### config.mk
export PLATFORM = sky130hd
export DESIGN_NAME = render_sched
export DESIGN_NICKNAME = d
export VERILOG_FILES = /design/src/rtl/video_pkg.sv /design/src/rtl/phase_timer.sv /design/src/rtl/render_sched.sv
export SDC_FILE = /design/constraint.sdc
export NUM_CORES = 1
export LEC_CHECK = 0
export BUFFER_PORTS_ARGS = -buffer_cell sky130_fd_sc_hd__clkbuf_2
export CAP_MARGIN = 20
export CORE_MARGIN = 5
export CORE_UTILIZATION = 44
export DETAILED_ROUTE_END_ITERATION = 10
export PLACE_DENSITY = 0.76
export SYNTH_ARGS = -nofsm -noshare
export SYNTH_HDL_FRONTEND = slang
export SYNTH_HIERARCHICAL = 1
export SYNTH_SLANG_ARGS = --single-unit
### constraint.sdc
create_clock -name clk -period 2.7 [get_ports clk]
set_input_delay 0 -clock clk [delete_from_list [all_inputs] [get_ports clk]]
set_output_delay 0 -clock clk [all_outputs]
set_load 0.05 [all_outputs]
### src/rtl/video_pkg.sv
// Shared video definitions: scheduler state encoding, VRAM owner IDs and
// default phase budgets used by the line-render sequencer.
package video_pkg;

  typedef enum logic [2:0] {
    ST_IDLE,
    ST_EVAL,
    ST_BG,
    ST_SPR,
    ST_DONE
  } sched_state_t;

  localparam logic [1:0] OWNER_EVAL = 2'd0;
  localparam logic [1:0] OWNER_BG   = 2'd1;
  localparam logic [1:0] OWNER_SPR  = 2'd2;

  localparam int EVAL_MAX_DEF = 80;
  localparam int BG_MAX_DEF   = 140;
  localparam int SPR_MAX_DEF  = 40;

  localparam int ADDR_W = 13;
  localparam int LINE_W = 8;

  function automatic int max3(input int a, input int b, input int c);
    int m;
    m = (a > b) ? a : b;
    return (m > c) ? m : c;
  endfunction

endpackage

### src/rtl/phase_timer.sv
// Loadable down-counter that parks at zero; tc is high whenever the count is
// zero, which the scheduler reads as "this phase has used its budget".
module phase_timer #(
  parameter int WIDTH = 8
) (
  input  logic             clk,
  input  logic             reset,
  input  logic             load,
  input  logic [WIDTH-1:0] load_val,
  output logic             tc
);

  logic [WIDTH-1:0] count;

  // Stopping at zero instead of wrapping keeps tc asserted until the next load.
  always_ff @(posedge clk or posedge reset) begin
    if (reset) begin
      count <= '0;
    end else if (load) begin
      count <= load_val;
    end else if (count != '0) begin
      count <= count - WIDTH'(1);
    end
  end

  assign tc = (count == '0);

endmodule

### src/rtl/render_sched.sv
// Per-line render sequencer: walks EVAL -> BG -> SPR -> DONE, grants the
// video-side VRAM port to the active phase and tags returning read data.
module render_sched
  import video_pkg::*;
#(
  parameter int EVAL_MAX = EVAL_MAX_DEF,
  parameter int BG_MAX   = BG_MAX_DEF,
  parameter int SPR_MAX  = SPR_MAX_DEF
) (
  input  logic              clk,
  input  logic              reset,
  input  logic              start,
  input  logic [LINE_W-1:0] line,
  input  logic [ADDR_W-1:0] eval_addr,
  input  logic [ADDR_W-1:0] bg_addr,
  input  logic [ADDR_W-1:0] spr_addr,
  input  logic              eval_done,
  input  logic              bg_done,
  input  logic              spr_done,
  output logic [ADDR_W-1:0] vaddr,
  output logic              rd_valid,
  output logic [1:0]        rd_owner,
  output logic              eval_start,
  output logic              bg_start,
  output logic              spr_start,
  output logic [LINE_W-1:0] line_out,
  output logic              busy,
  output logic              line_done,
  output logic              overrun,
  output logic              timeout
);

  localparam int CNT_MAX = max3(EVAL_MAX, BG_MAX, SPR_MAX);
  localparam int CNT_W   = $clog2(CNT_MAX + 1);

  sched_state_t state, next_state;

  logic              timer_tc;
  logic              timer_load;
  logic [CNT_W-1:0]  timer_val;
  logic              eval_start_nxt, bg_start_nxt, spr_start_nxt, overrun_nxt;
  logic              latch_line;
  logic              phase_done;
  logic              grant_valid;
  logic [1:0]        grant_owner;
  logic [ADDR_W-1:0] grant_addr;
  logic              p1_valid;
  logic [1:0]        p1_owner;

  phase_timer #(.WIDTH(CNT_W)) u_phase_timer (
    .clk      (clk),
    .reset    (reset),
    .load     (timer_load),
    .load_val (timer_val),
    .tc       (timer_tc)
  );

  always_ff @(posedge clk or posedge reset) begin
    if (reset) begin
      state <= ST_IDLE;
    end else begin
      state <= next_state;
    end
  end

  // The timer is loaded with MAX-1 on phase entry, so tc lands on the MAX-th
  // cycle of the phase; start wins over done/timeout, and done masks timeout.
  always_comb begin
    next_state     = state;
    eval_start_nxt = 1'b0;
    bg_start_nxt   = 1'b0;
    spr_start_nxt  = 1'b0;
    overrun_nxt    = 1'b0;
    latch_line     = 1'b0;
    timer_load     = 1'b0;
    timer_val      = '0;
    timeout        = 1'b0;
    phase_done     = 1'b0;
    grant_valid    = 1'b0;
    grant_owner    = OWNER_EVAL;
    grant_addr     = eval_addr;

    case (state)
      ST_EVAL: begin
        grant_valid = 1'b1;
        grant_owner = OWNER_EVAL;
        grant_addr  = eval_addr;
        phase_done  = eval_done;
      end
      ST_BG: begin
        grant_valid = 1'b1;
        grant_owner = OWNER_BG;
        grant_addr  = bg_addr;
        phase_done  = bg_done;
      end
      ST_SPR: begin
        grant_valid = 1'b1;
        grant_owner = OWNER_SPR;
        grant_addr  = spr_addr;
        phase_done  = spr_done;
      end
      default: ;
    endcase

    if (start) begin
      next_state     = ST_EVAL;
      eval_start_nxt = 1'b1;
      latch_line     = 1'b1;
      overrun_nxt    = grant_valid;
      timer_load     = 1'b1;
      timer_val      = CNT_W'(EVAL_MAX - 1);
    end else if (grant_valid && (phase_done || timer_tc)) begin
      timeout = !phase_done;
      case (state)
        ST_EVAL: begin
          next_state   = ST_BG;
          bg_start_nxt = 1'b1;
          timer_load   = 1'b1;
          timer_val    = CNT_W'(BG_MAX - 1);
        end
        ST_BG: begin
          next_state    = ST_SPR;
          spr_start_nxt = 1'b1;
          timer_load    = 1'b1;
          timer_val     = CNT_W'(SPR_MAX - 1);
        end
        default: next_state = ST_DONE;
      endcase
    end else if (state == ST_DONE) begin
      next_state = ST_IDLE;
    end
  end

  assign busy = grant_valid;

  // Registered pulses, latched line and the granted VRAM address.
  always_ff @(posedge clk or posedge reset) begin
    if (reset) begin
      eval_start <= 1'b0;
      bg_start   <= 1'b0;
      spr_start  <= 1'b0;
      overrun    <= 1'b0;
      line_done  <= 1'b0;
      line_out   <= '0;
      vaddr      <= '0;
    end else begin
      eval_start <= eval_start_nxt;
      bg_start   <= bg_start_nxt;
      spr_start  <= spr_start_nxt;
      overrun    <= overrun_nxt;
      line_done  <= (state == ST_DONE);
      if (latch_line) begin
        line_out <= line;
      end
      if (grant_valid) begin
        vaddr <= grant_addr;
      end
    end
  end

  // Two-stage owner tag: one stage for vaddr, one for the VRAM read latency.
  always_ff @(posedge clk or posedge reset) begin
    if (reset) begin
      p1_valid <= 1'b0;
      p1_owner <= OWNER_EVAL;
      rd_valid <= 1'b0;
      rd_owner <= OWNER_EVAL;
    end else begin
      p1_valid <= grant_valid;
      p1_owner <= grant_valid ? grant_owner : OWNER_EVAL;
      rd_valid <= p1_valid;
      rd_owner <= p1_valid ? p1_owner : OWNER_EVAL;
    end
  end

endmodule

==> impl_metrics.env, run 1 <==
export IMPL_outcome="finished, final reports clean"
export IMPL_tns_ps=0
export IMPL_final_common_cell="clkbuf_2"
export IMPL_drt_iter0_markers=63
export IMPL_ys_async_sr_fraction_pct=100
export IMPL_syn_nets=262
export IMPL_start_util_pct=45.7
export IMPL_dieArea_sq_um=6480
export IMPL_timing_max_cap_violations=0
export IMPL_slew_limit_headroom_pct=45.7
export IMPL_crit_arrival_ps=2570
export IMPL_cp_top_family="simple AND/OR/NAND/NOR gates"
export IMPL_cts_buffers=5
export IMPL_routed_wl_um=4940
export IMPL_seq_area_frac_synth_pct=49.2
export IMPL_cp_slowest_stage_delay_ps=540
export IMPL_synthCells=208
export IMPL_crit_end="u_phase_timer/count[7]"
export IMPL_cts_path_max_buffers=2
export IMPL_synth_top_area_share_pct=49.2
export IMPL_fin_nets=354
export IMPL_htree_levels=2
export IMPL_via_per_inst=5.16
export IMPL_grt_usage_pct=17.1
export IMPL_wl_per_cell_um=13.4
export IMPL_end_kind="register"
export IMPL_io_pins=84
export IMPL_fin_area_sq_um=2860
export IMPL_crit_chain="inv_1 -> ha_1 -> or4b_4 -> nor2_2 -> nor3_1 -> a21boi_0 -> buf_4 -> nor3_1 -> a221o_1"
export IMPL_hp_class="in2reg"
export IMPL_syn_area_sq_um=2190
export IMPL_fin_crit_sh_pct=88.8
export IMPL_synthTopCellsByArea="dfrtp_1 (49%), mux2_2 (6.7%), mux2i_1 (3.7%)"
export IMPL_fin_worst_skew_ps=9.08
export IMPL_grt_pass1_vias=1939
export IMPL_synth_seq_cells=43
export IMPL_root_buffer="clkbuf_8"
export IMPL_cp_depth=9
export IMPL_gp_congestion=0.793
export IMPL_io_buffers=83
export IMPL_layoutNonFillerInstCount=368
export IMPL_irDropWorstVdd_uv=380
export IMPL_path_clk_slew_ps=80
export IMPL_die_h_um=80.5
export IMPL_core_sq_um=4790
export IMPL_synthToLayoutAreaGrowth_pct=30.8
export IMPL_yosysTopAreaCell="dfrtp_1"
export IMPL_yosysWarnings=6
export IMPL_clock_sinks=43
export IMPL_drc=0
export IMPL_die_x_um=80.5
export IMPL_nFillCells=392
export IMPL_worst_slew_pin_slew_ps=812
export IMPL_avgSynthCellArea_sq_um=10.5
export IMPL_drive_gt1_share_pct=39.5
export IMPL_ff2ff_setup_slack_ps=300
export IMPL_fin_crit_ps=2400
export IMPL_leakagePower_nw=1.42
export IMPL_rows=25
export IMPL_layout_common_cells="clkbuf_2 (83), dfrtp_1 (43), mux2_2 (13), a21oi_1 (12)"
export IMPL_critPathBufInv=2
export IMPL_fin_total_pwr_mw=2.23
export IMPL_antenna_found_initial=0
export IMPL_place_area_sq_um=2650
export IMPL_vias=1899
export IMPL_critPathSlowestCell="or4b_4"
export IMPL_synth_edf_count=0
export IMPL_timing_rr_start="u_phase_timer/count[0]"
export IMPL_grt_max_degree=26
export IMPL_cp_common_cell="nor3_1"
export IMPL_antenna_cells=0
export IMPL_antenna_left=0
export IMPL_slew_violations=0
export IMPL_ys_flop_type="dfrtp_1"
export IMPL_first_pass_iters=4
export IMPL_rr_endpoint="u_phase_timer/count[7]"
export IMPL_grt_setup_unrepaired="no"
export IMPL_fmax_mhz=417
export IMPL_cp_required_ps=2880
export IMPL_hold_viol=0
export IMPL_clock_latency_ps=300
export IMPL_startpoint="u_phase_timer/count[0]"
export IMPL_worstSetupPathType="reg2reg"
export IMPL_grt_ovfl_total=0
export IMPL_yosysUniqueCellTypes=51
export IMPL_crit_path_max_fanout=19
export IMPL_pwr_density_cell_nw_per_um2=778
export IMPL_setup_viol=0
export IMPL_cts_tree="built"
export IMPL_dpl_hpwl_um=3690
export IMPL_dp_cells=349
export IMPL_critPathLaunchType="register"
export IMPL_worstRegToRegCells=9
export IMPL_grt_pass1_wl_um=8650
[sequential cells by signal, summed over array words and instances (netlist names), 2 cells and up]
name	count
p1_owner	2
u_phase_timer/count	8
vaddr	13
line_out	8
state	3
rd_owner	2
[logic make-up (layout without fill, tap and decap cells)]
| logic type | Yosys count | in the layout | share of synthesized area [%] |
|---|---|---|---|
| simple gates | 50 | 50 | 12.4 |
| flops | 43 | 43 | 49.2 |
| other cells | 1 | 1 | 0.171 |
| compound gates | 64 | 64 | 20.0 |
| fa+ha+maj | 1 | 1 | 0.572 |
| xor+xnor | 3 | 3 | 1.20 |
| buf+inv | 24 | 117 | 5.38 |
| mux | 22 | 22 | 11.0 |
[power breakdown]
part	total, mW	switching (mW)	internal (mW)
clock	0.426	0.217	0.209
combinational	0.910	0.587	0.323
sequential	0.891	0.117	0.774
total	2.23	0.921	1.31
[through the flow]
| step | util [%] | setup WS (ps) | hold WS [ps] |
|---|---|---|---|
| 3_3_place_gp | 55.4 | 312 | -42.2 |
| 2_1_floorplan | - | 104 | -184 |
| 3_5_place_dp | 55.4 | 245 | -32.1 |
| 6_report | 59.8 | 303 | 57.5 |
| 4_1_cts | 59.7 | 217 | 49.5 |
| 5_1_grt | 59.8 | 57.3 | 64.1 |
[how the worst min path moves through the flow]
stage / from / endpoint / cells after the start
after detailed placement: reset / u_phase_timer/count[5] / 2
after global placement: reset / u_phase_timer/count[5] / 2
final: spr_addr[3] / vaddr[3] / 4
after global routing: bg_done / state[0] / 3
after floorplan: reset / u_phase_timer/count[0] / 1
after CTS: spr_addr[0] / vaddr[0] / 4
[per-layer routing]
layer / share of wire, % / wire (um) / vias up / track usage (%)
met3: 8.9 / 438 / 4 / 5.72
met4: 1.3 / 65 / 0 / 5.91
met5: 0 / 0 / - / 0
met2: 48 / 2380 / 72 / 29.2
met1: 42 / 2060 / 893 / 20.0
li1: - / - / 930 / -
[cell type report]
cell class | count | area (sq um) | area share [%]
Clock buffer | 6 | 82.6 | 2.89
Tap cell | 67 | 83.8 | 2.93
Multi-Input combinational cell | 141 | 997 | 34.8
Inverter | 8 | 30.0 | 1.05
Timing Repair Buffer | 101 | 578 | 20.2
Sequential cell | 43 | 1080 | 37.6
Clock inverter | 2 | 13.8 | 0.481
[synthesized netlist by cell type, types with 2 or more instances]
master,n
mux2i_1,8
o31ai_1,3
buf_6,2
and3_1,2
mux2_2,13
o21ai_0,8
nand2_1,11
a21boi_0,2
a211oi_1,8
a21oi_1,12
xnor2_1,3
inv_1,8
a31oi_1,2
nor2b_1,3
nor3_1,6
dfrtp_1,43
a21o_1,9
and2_1,4
buf_2,7
a2bb2oi_1,3
clkbuf_1,5
a22oi_1,7
nor2_1,11
[tightest hold or removal path, stage by stage]
cell and delay (ps):
clkbuf_2 70, mux2_2 130, a22oi_1 50, o21ai_0 60
[repair_timing]
action	4_1_cts	5_1_grt
hold buffers	11	0
endpoints found under the hold margin	40	0
buffers inserted	0	0
endpoints found under the setup margin	0	1
resized for setup	0	1
No activity file was read; power rests on OpenSTA's default activity.
==> run 2: changes to the inputs <==
- BUFFER_PORTS_ARGS: -buffer_cell sky130_fd_sc_hd__clkbuf_2 -> -buffer_cell sky130_fd_sc_hd__buf_2
- CORE_ASPECT_RATIO: default -> 1.25
- SKIP_CTS_REPAIR_TIMING: default -> 1
==> run 2 against run 1 <==
Clock power fell by 4%. First-iteration DRC count rose by 73%. Non-clock buffer count did not move. Clock skew fell by 1.7 ps. Hold slack got worse by 54 ps. Critical path depth did not move. Highest routed layer unchanged. Maximum frequency fell by 4.1%. Sequential power fell by 0.4%. Largest power group unchanged. Via count fell by 0.26%. Combinational power rose by 2%. Design area fell by 0.92%. Wire length rose by 3.5%. Critical endpoint unchanged.
==> impl_metrics.env, run 2 (synthesis results as in run 1) <==
export IMPL_via_per_inst=5.26
export IMPL_synthToLayoutAreaGrowth_pct=29.6
export IMPL_fin_crit_sh_pct=92.6
export IMPL_critPathLaunchType="register"
export IMPL_io_buffers=83
export IMPL_core_sq_um=4760
export IMPL_drive_gt1_share_pct=39.7
export IMPL_setup_viol=0
export IMPL_fmax_mhz=400
export IMPL_layout_common_cells="buf_2 (83), dfrtp_1 (43), mux2_2 (13), a21oi_1 (12)"
export IMPL_die_h_um=88.8
export IMPL_htree_levels=2
export IMPL_slew_violations=0
export IMPL_worst_slew_pin_slew_ps=768
export IMPL_intPower_mw=1.30
export IMPL_antenna_cells=0
export IMPL_hold_viol=0
export IMPL_tns_ps=0
export IMPL_cts_path_max_buffers=2
export IMPL_fin_area_sq_um=2840
export IMPL_leakagePower_nw=1.40
export IMPL_grt_ovfl_total=0
export IMPL_die_x_um=73.1
export IMPL_clock_latency_ps=290
export IMPL_final_common_cell="buf_2"
export IMPL_fin_nets=354
export IMPL_rows=28
export IMPL_reg_largest_list="vaddr (13), line_out (8), u_phase_timer/count (8)"
export IMPL_gp_congestion=0.835
export IMPL_grt_pass1_vias=1748
export IMPL_ff2ff_setup_slack_ps=200
export IMPL_power_switching_mw=0.918
export IMPL_p_clk_share_pct=18.4
export IMPL_grt_pass1_wl_um=8300
export IMPL_timing_rr_start="u_phase_timer/count[0]"
export IMPL_drt_iter0_markers=109
export IMPL_first_pass_iters=4
export IMPL_crit_arrival_ps=2670
export IMPL_seqPwrFrac_pct=40.0
export IMPL_grt_usage_pct=16.4
export IMPL_vias=1894
export IMPL_outcome="finished, final reports clean"
export IMPL_fin_crit_ps=2500
export IMPL_switching_share_pct=41.4
export IMPL_critPathSlowestCell="or4b_1"
export IMPL_dpl_hpwl_um=3860
export IMPL_rr_endpoint="u_phase_timer/count[7]"
export IMPL_io_pins=84
export IMPL_antenna_left=0
export IMPL_regMostFlops="vaddr"
export IMPL_min_to="vaddr[3]"
export IMPL_drc=0
export IMPL_grt_setup_unrepaired="no"
export IMPL_cp_common_cell="nor3_1"
export IMPL_irDropWorstVdd_uv=444
export IMPL_antenna_found_initial=0
export IMPL_cts_tree="built"
export IMPL_pwr_density_cell_nw_per_um2=783
export IMPL_place_area_sq_um=2660
export IMPL_clock_sinks=43
export IMPL_whs_path_depth=3
export IMPL_end_kind="register"
export IMPL_crit_chain="inv_1 -> ha_1 -> or4b_1 -> nor2_2 -> nor3_1 -> a21boi_0 -> buf_4 -> nor3_1 -> a221o_1"
export IMPL_grt_max_degree=22
export IMPL_fin_worst_skew_ps=7.36
export IMPL_dieArea_sq_um=6490
export IMPL_worstHoldStart="bg_addr[3]"
export IMPL_timing_max_cap_violations=0
export IMPL_crit_path_max_fanout=19
export IMPL_worstSetupPathType="reg2reg"
export IMPL_routed_wl_um=5110
export IMPL_fin_total_pwr_mw=2.22
export IMPL_cts_buffers=5
export IMPL_cp_slowest_stage_delay_ps=590
export IMPL_path_clk_slew_ps=80
export IMPL_worstRegToRegCells=9
export IMPL_p_comb_share_pct=41.6
export IMPL_root_buffer="clkbuf_8"
export IMPL_start_util_pct=45.9
export IMPL_largest_reg_flops=13
export IMPL_cp_required_ps=2870
export IMPL_wl_per_cell_um=14.2
export IMPL_hp_class="in2reg"
export IMPL_slew_limit_headroom_pct=48.8
## run 2: changes by cell type in the layout (fill, tap and decap cells not counted)
cell           before  now
buf_2               0   83
buf_4               7    9
clkbuf_2           83    0
dlygate4sd3_1      11    9
inv_6               1    0
or4b_1              0    1
or4b_4              1    0
## run 2: worst max-delay path by stage
stage	from	end	slack (ps)	depth (start not counted)
after CTS	u_phase_timer/count[0]	u_phase_timer/count[7]	220	9
after detailed placement	u_phase_timer/count[0]	u_phase_timer/count[7]	230	9
final	u_phase_timer/count[0]	u_phase_timer/count[7]	200	9
after floorplan	u_phase_timer/count[0]	u_phase_timer/count[6]	100	11
after global routing	u_phase_timer/count[0]	u_phase_timer/count[7]	50	9
after global placement	u_phase_timer/count[0]	u_phase_timer/count[7]	320	9
## run 2: per-layer routing
layer  GRT usage [%]  share of wire, %
met5               0                 0
met3            3.75               8.0
met1            19.9                41
met2            28.4                50
met4            5.54               1.3
## run 2: worst max-delay path, delay by kind of cell, from the launching register on
family / cells / cell delay (ps)
simple gates: 4 / 900
compound gates: 2 / 480
flops: 1 / 420
buf+inv: 2 / 340
fa+ha+maj: 1 / 240
## run 2: metrics by stage
step | hold slack (ps) | instances | util (%) | worst slack (ps)
detailed placement | -25.1 | 344 | 55.8 | 233
CTS | -339 | 351 | 57.6 | 217
floorplan | -184 | 208 | - | 104
finish | 3.20 | 360 | 59.5 | 200
global route | 7.06 | 360 | 59.5 | 53.3
global placement | -29.5 | 344 | 55.8 | 315
## run 2: power groups by stage
stage	combinational, mW	sequential (mW)	clock (mW)
after global routing	1.00	0.906	0.444
after CTS	0.921	0.886	0.420
final	0.924	0.887	0.408
after detailed placement	0.917	0.896	0
after floorplan	0.443	1.14	0
after global placement	0.898	0.891	0
## run 2: cell type report
class / count / area [sq um]
Multi-Input combinational cell: 141 / 993
Tap cell: 60 / 75.1
Sequential cell: 43 / 1080
Clock buffer: 6 / 82.6
Timing Repair Buffer: 101 / 573
Clock inverter: 1 / 5.00
Inverter: 8 / 30.0
Fill cell: 437 / 1930
==> run 3: changes to the inputs <==
- BUFFER_PORTS_ARGS: -buffer_cell sky130_fd_sc_hd__buf_2 -> default
- CORE_UTILIZATION: 44 -> 56
- DONT_BUFFER_PORTS: default -> 1
- PLACE_DENSITY: 0.76 -> 0.74
- SYNTH_HIERARCHICAL: 1 -> default
==> run 3 against run 2 <==
Count of clock-buffer cells in the layout is the same. Area after synthesis down 3.5%. Synthesized cell count shrank 3.4%. Critical endpoint is now vaddr[12].
==> impl_metrics.env, run 3 <==
export IMPL_layoutNonFillerInstCount=270
export IMPL_end_kind="register"
export IMPL_worstSetupPathType="reg2reg"
export IMPL_antenna_left=0
export IMPL_yosysWarnings=0
export IMPL_final_common_cell="dfrtp_1"
export IMPL_dieArea_sq_um=5100
export IMPL_worst_slew_pin_slew_ps=676
export IMPL_outcome="finished, final reports clean"
export IMPL_syn_nets=256
export IMPL_drt_iter0_markers=87
export IMPL_synthTopCellsByArea="dfrtp_1 (51%), mux2i_1 (7.6%), mux2_2 (4.3%)"
export IMPL_wl_per_cell_um=18.9
export IMPL_fin_nets=284
export IMPL_vias=1654
export IMPL_slew_limit_headroom_pct=54.9
export IMPL_drc=0
export IMPL_syn_area_sq_um=2110
export IMPL_clock_sinks=43
export IMPL_rows=25
export IMPL_critPathBufInv=1
export IMPL_layout_common_cells="dfrtp_1 (43), dlygate4sd3_1 (27), nor2_1 (21), mux2i_1 (16)"
export IMPL_critPathLaunchType="register"
export IMPL_place_area_sq_um=2150
export IMPL_seq_area_frac_synth_pct=51.0
export IMPL_synthToLayoutAreaGrowth_pct=20.0
export IMPL_die_h_um=78.6
export IMPL_cp_slowest_stage_delay_ps=780
export IMPL_pwr_density_cell_nw_per_um2=1010
export IMPL_grt_max_degree=44
export IMPL_cp_required_ps=2930
export IMPL_grt_ovfl_total=0
export IMPL_io_pins=84
export IMPL_fin_worst_skew_ps=4.71
export IMPL_irDropWorstVdd_uv=564
export IMPL_htree_levels=2
export IMPL_clock_latency_ps=290
export IMPL_grt_usage_pct=19.1
export IMPL_dp_cells=235
export IMPL_cp_top_family="flip-flops"
export IMPL_path_clk_slew_ps=80
export IMPL_tns_ps=0
export IMPL_dpl_hpwl_um=3380
export IMPL_synth_most_common_cell="dfrtp_1"
export IMPL_synth_common_cells="dfrtp_1 (43), nor2_1 (21), mux2i_1 (16), a21oi_1 (12), o21ai_0 (12)"
export IMPL_synth_seq_cells=43
export IMPL_ff2ff_setup_slack_ps=520
export IMPL_start_util_pct=56.7
export IMPL_rr_endpoint="vaddr[12]"
export IMPL_timing_max_cap_violations=0
export IMPL_fin_crit_sh_pct=80.6
export IMPL_cts_tree="built"
export IMPL_gp_congestion=0.811
export IMPL_synth_top_area_share_pct=51.0
export IMPL_synthCells=201
export IMPL_routed_wl_um=5110
export IMPL_antenna_found_initial=0
export IMPL_grt_setup_unrepaired="no"
export IMPL_worstHoldStart="start"
export IMPL_io_buffers=0
export IMPL_yosysTopAreaCell="dfrtp_1"
export IMPL_min_to="bg_start"
export IMPL_hp_class="in2reg"
export IMPL_grt_pass1_wl_um=7610
export IMPL_slew_violations=0
export IMPL_via_per_inst=6.13
export IMPL_reg_largest_list="vaddr (13), line_out (8), u_phase_timer.count (8)"
export IMPL_drive_gt1_share_pct=11.7
export IMPL_antenna_cells=0
export IMPL_core_sq_um=3720
export IMPL_largest_reg_flops=13
export IMPL_first_pass_iters=4
export IMPL_avgSynthCellArea_sq_um=10.5
export IMPL_yosysUniqueCellTypes=38
export IMPL_whs_path_depth=3
export IMPL_cts_path_max_buffers=2
export IMPL_crit_path_max_fanout=24
export IMPL_worstRegToRegCells=4
export IMPL_crit_chain="nand2b_1 -> o22ai_1 -> a221oi_1 -> dlygate4sd3_1"
export IMPL_ys_flop_type="dfrtp_1"
export IMPL_regMostFlops="vaddr"
export IMPL_setup_viol=0
export IMPL_fin_area_sq_um=2530
export IMPL_leakagePower_nw=1.14
export IMPL_timing_rr_start="state[2]"
export IMPL_die_x_um=64.9
export IMPL_cts_buffers=5
export IMPL_fin_crit_ps=2180
export IMPL_hold_viol=0
export IMPL_ys_async_sr_fraction_pct=100
export IMPL_critPathSlowestCell="dfrtp_1"
export IMPL_grt_pass1_vias=1621
export IMPL_synth_edf_count=0
export IMPL_fmax_mhz=460
export IMPL_root_buffer="clkbuf_8"
export IMPL_crit_arrival_ps=2400
==> run 3: cell types whose count changed in the layout (fill, tap and decap cells not counted), sizes merged, moves of 8 or more <==
| cell | delta |
|---|---|
| dlygate4sd3 | +18 |
| nor2 | +9 |
| buf | -87 |
| a21o | -9 |
| a211oi | -8 |
| mux2i | +8 |
==> run 3: report_power, final <==
group	switching (mW)	internal [mW]
clock	0.211	0.299
sequential	0.587	0.807
combinational	0.355	0.300
==> run 3: cell type report <==
class | instances | area, sq um
Clock buffer | 6 | 82.6
Clock inverter | 2 | 35.0
Fill cell | 297 | 1190
Inverter | 9 | 33.8
Multi-Input combinational cell | 138 | 948
Sequential cell | 43 | 1080
Tap cell | 40 | 50.0
Timing Repair Buffer | 32 | 308
==> run 3: kinds of logic after synthesis <==
kind of cell,synth area share [%]
buf+inv,4.09
flops,51.0
fa+ha+maj,1.19
xor+xnor,2.90
simple gates,13.7
compound gates,14.6
mux,12.6
==> run 3: through the flow <==
step	setup slack (ps)	utilization [%]	power [mW]	hold slack, ps
after floorplan	1000	-	1.85	31.4
after global placement	880	57.6	1.94	32.5
after detailed placement	744	57.6	1.98	32.6
after CTS	683	60.8	2.49	-273
after global routing	390	68.1	2.70	5.97
final	525	68.1	2.56	11.2
==> run 3: worst max-delay path by stage <==
stage,from,end,slack (ps),cells past startpoint
after floorplan,state[0],u_phase_timer.count[1],1000,5
after global placement,u_phase_timer.count[5],u_phase_timer.count[7],880,4
after detailed placement,u_phase_timer.count[5],u_phase_timer.count[5],740,4
after CTS,state[0],timeout,680,6
after global routing,state[2],vaddr[12],390,4
final,state[2],vaddr[12],520,4
==> run 3: per-layer routing <==
metal	track usage (%)	vias up	wire (um)	part of all wire, %
met5	0	-	0	0
met4	6.55	0	90	1.8
li1	-	750	-	-
met3	5.72	11	420	8.2
met1	23.2	801	1910	37
met2	32.0	92	2690	53
==> run 3: worst register-to-register path, stage by stage (launching register included) <==
cell and delay [ps]:
dfrtp_1 780, nand2b_1 340, o22ai_1 140, a221oi_1 270, dlygate4sd3_1 590
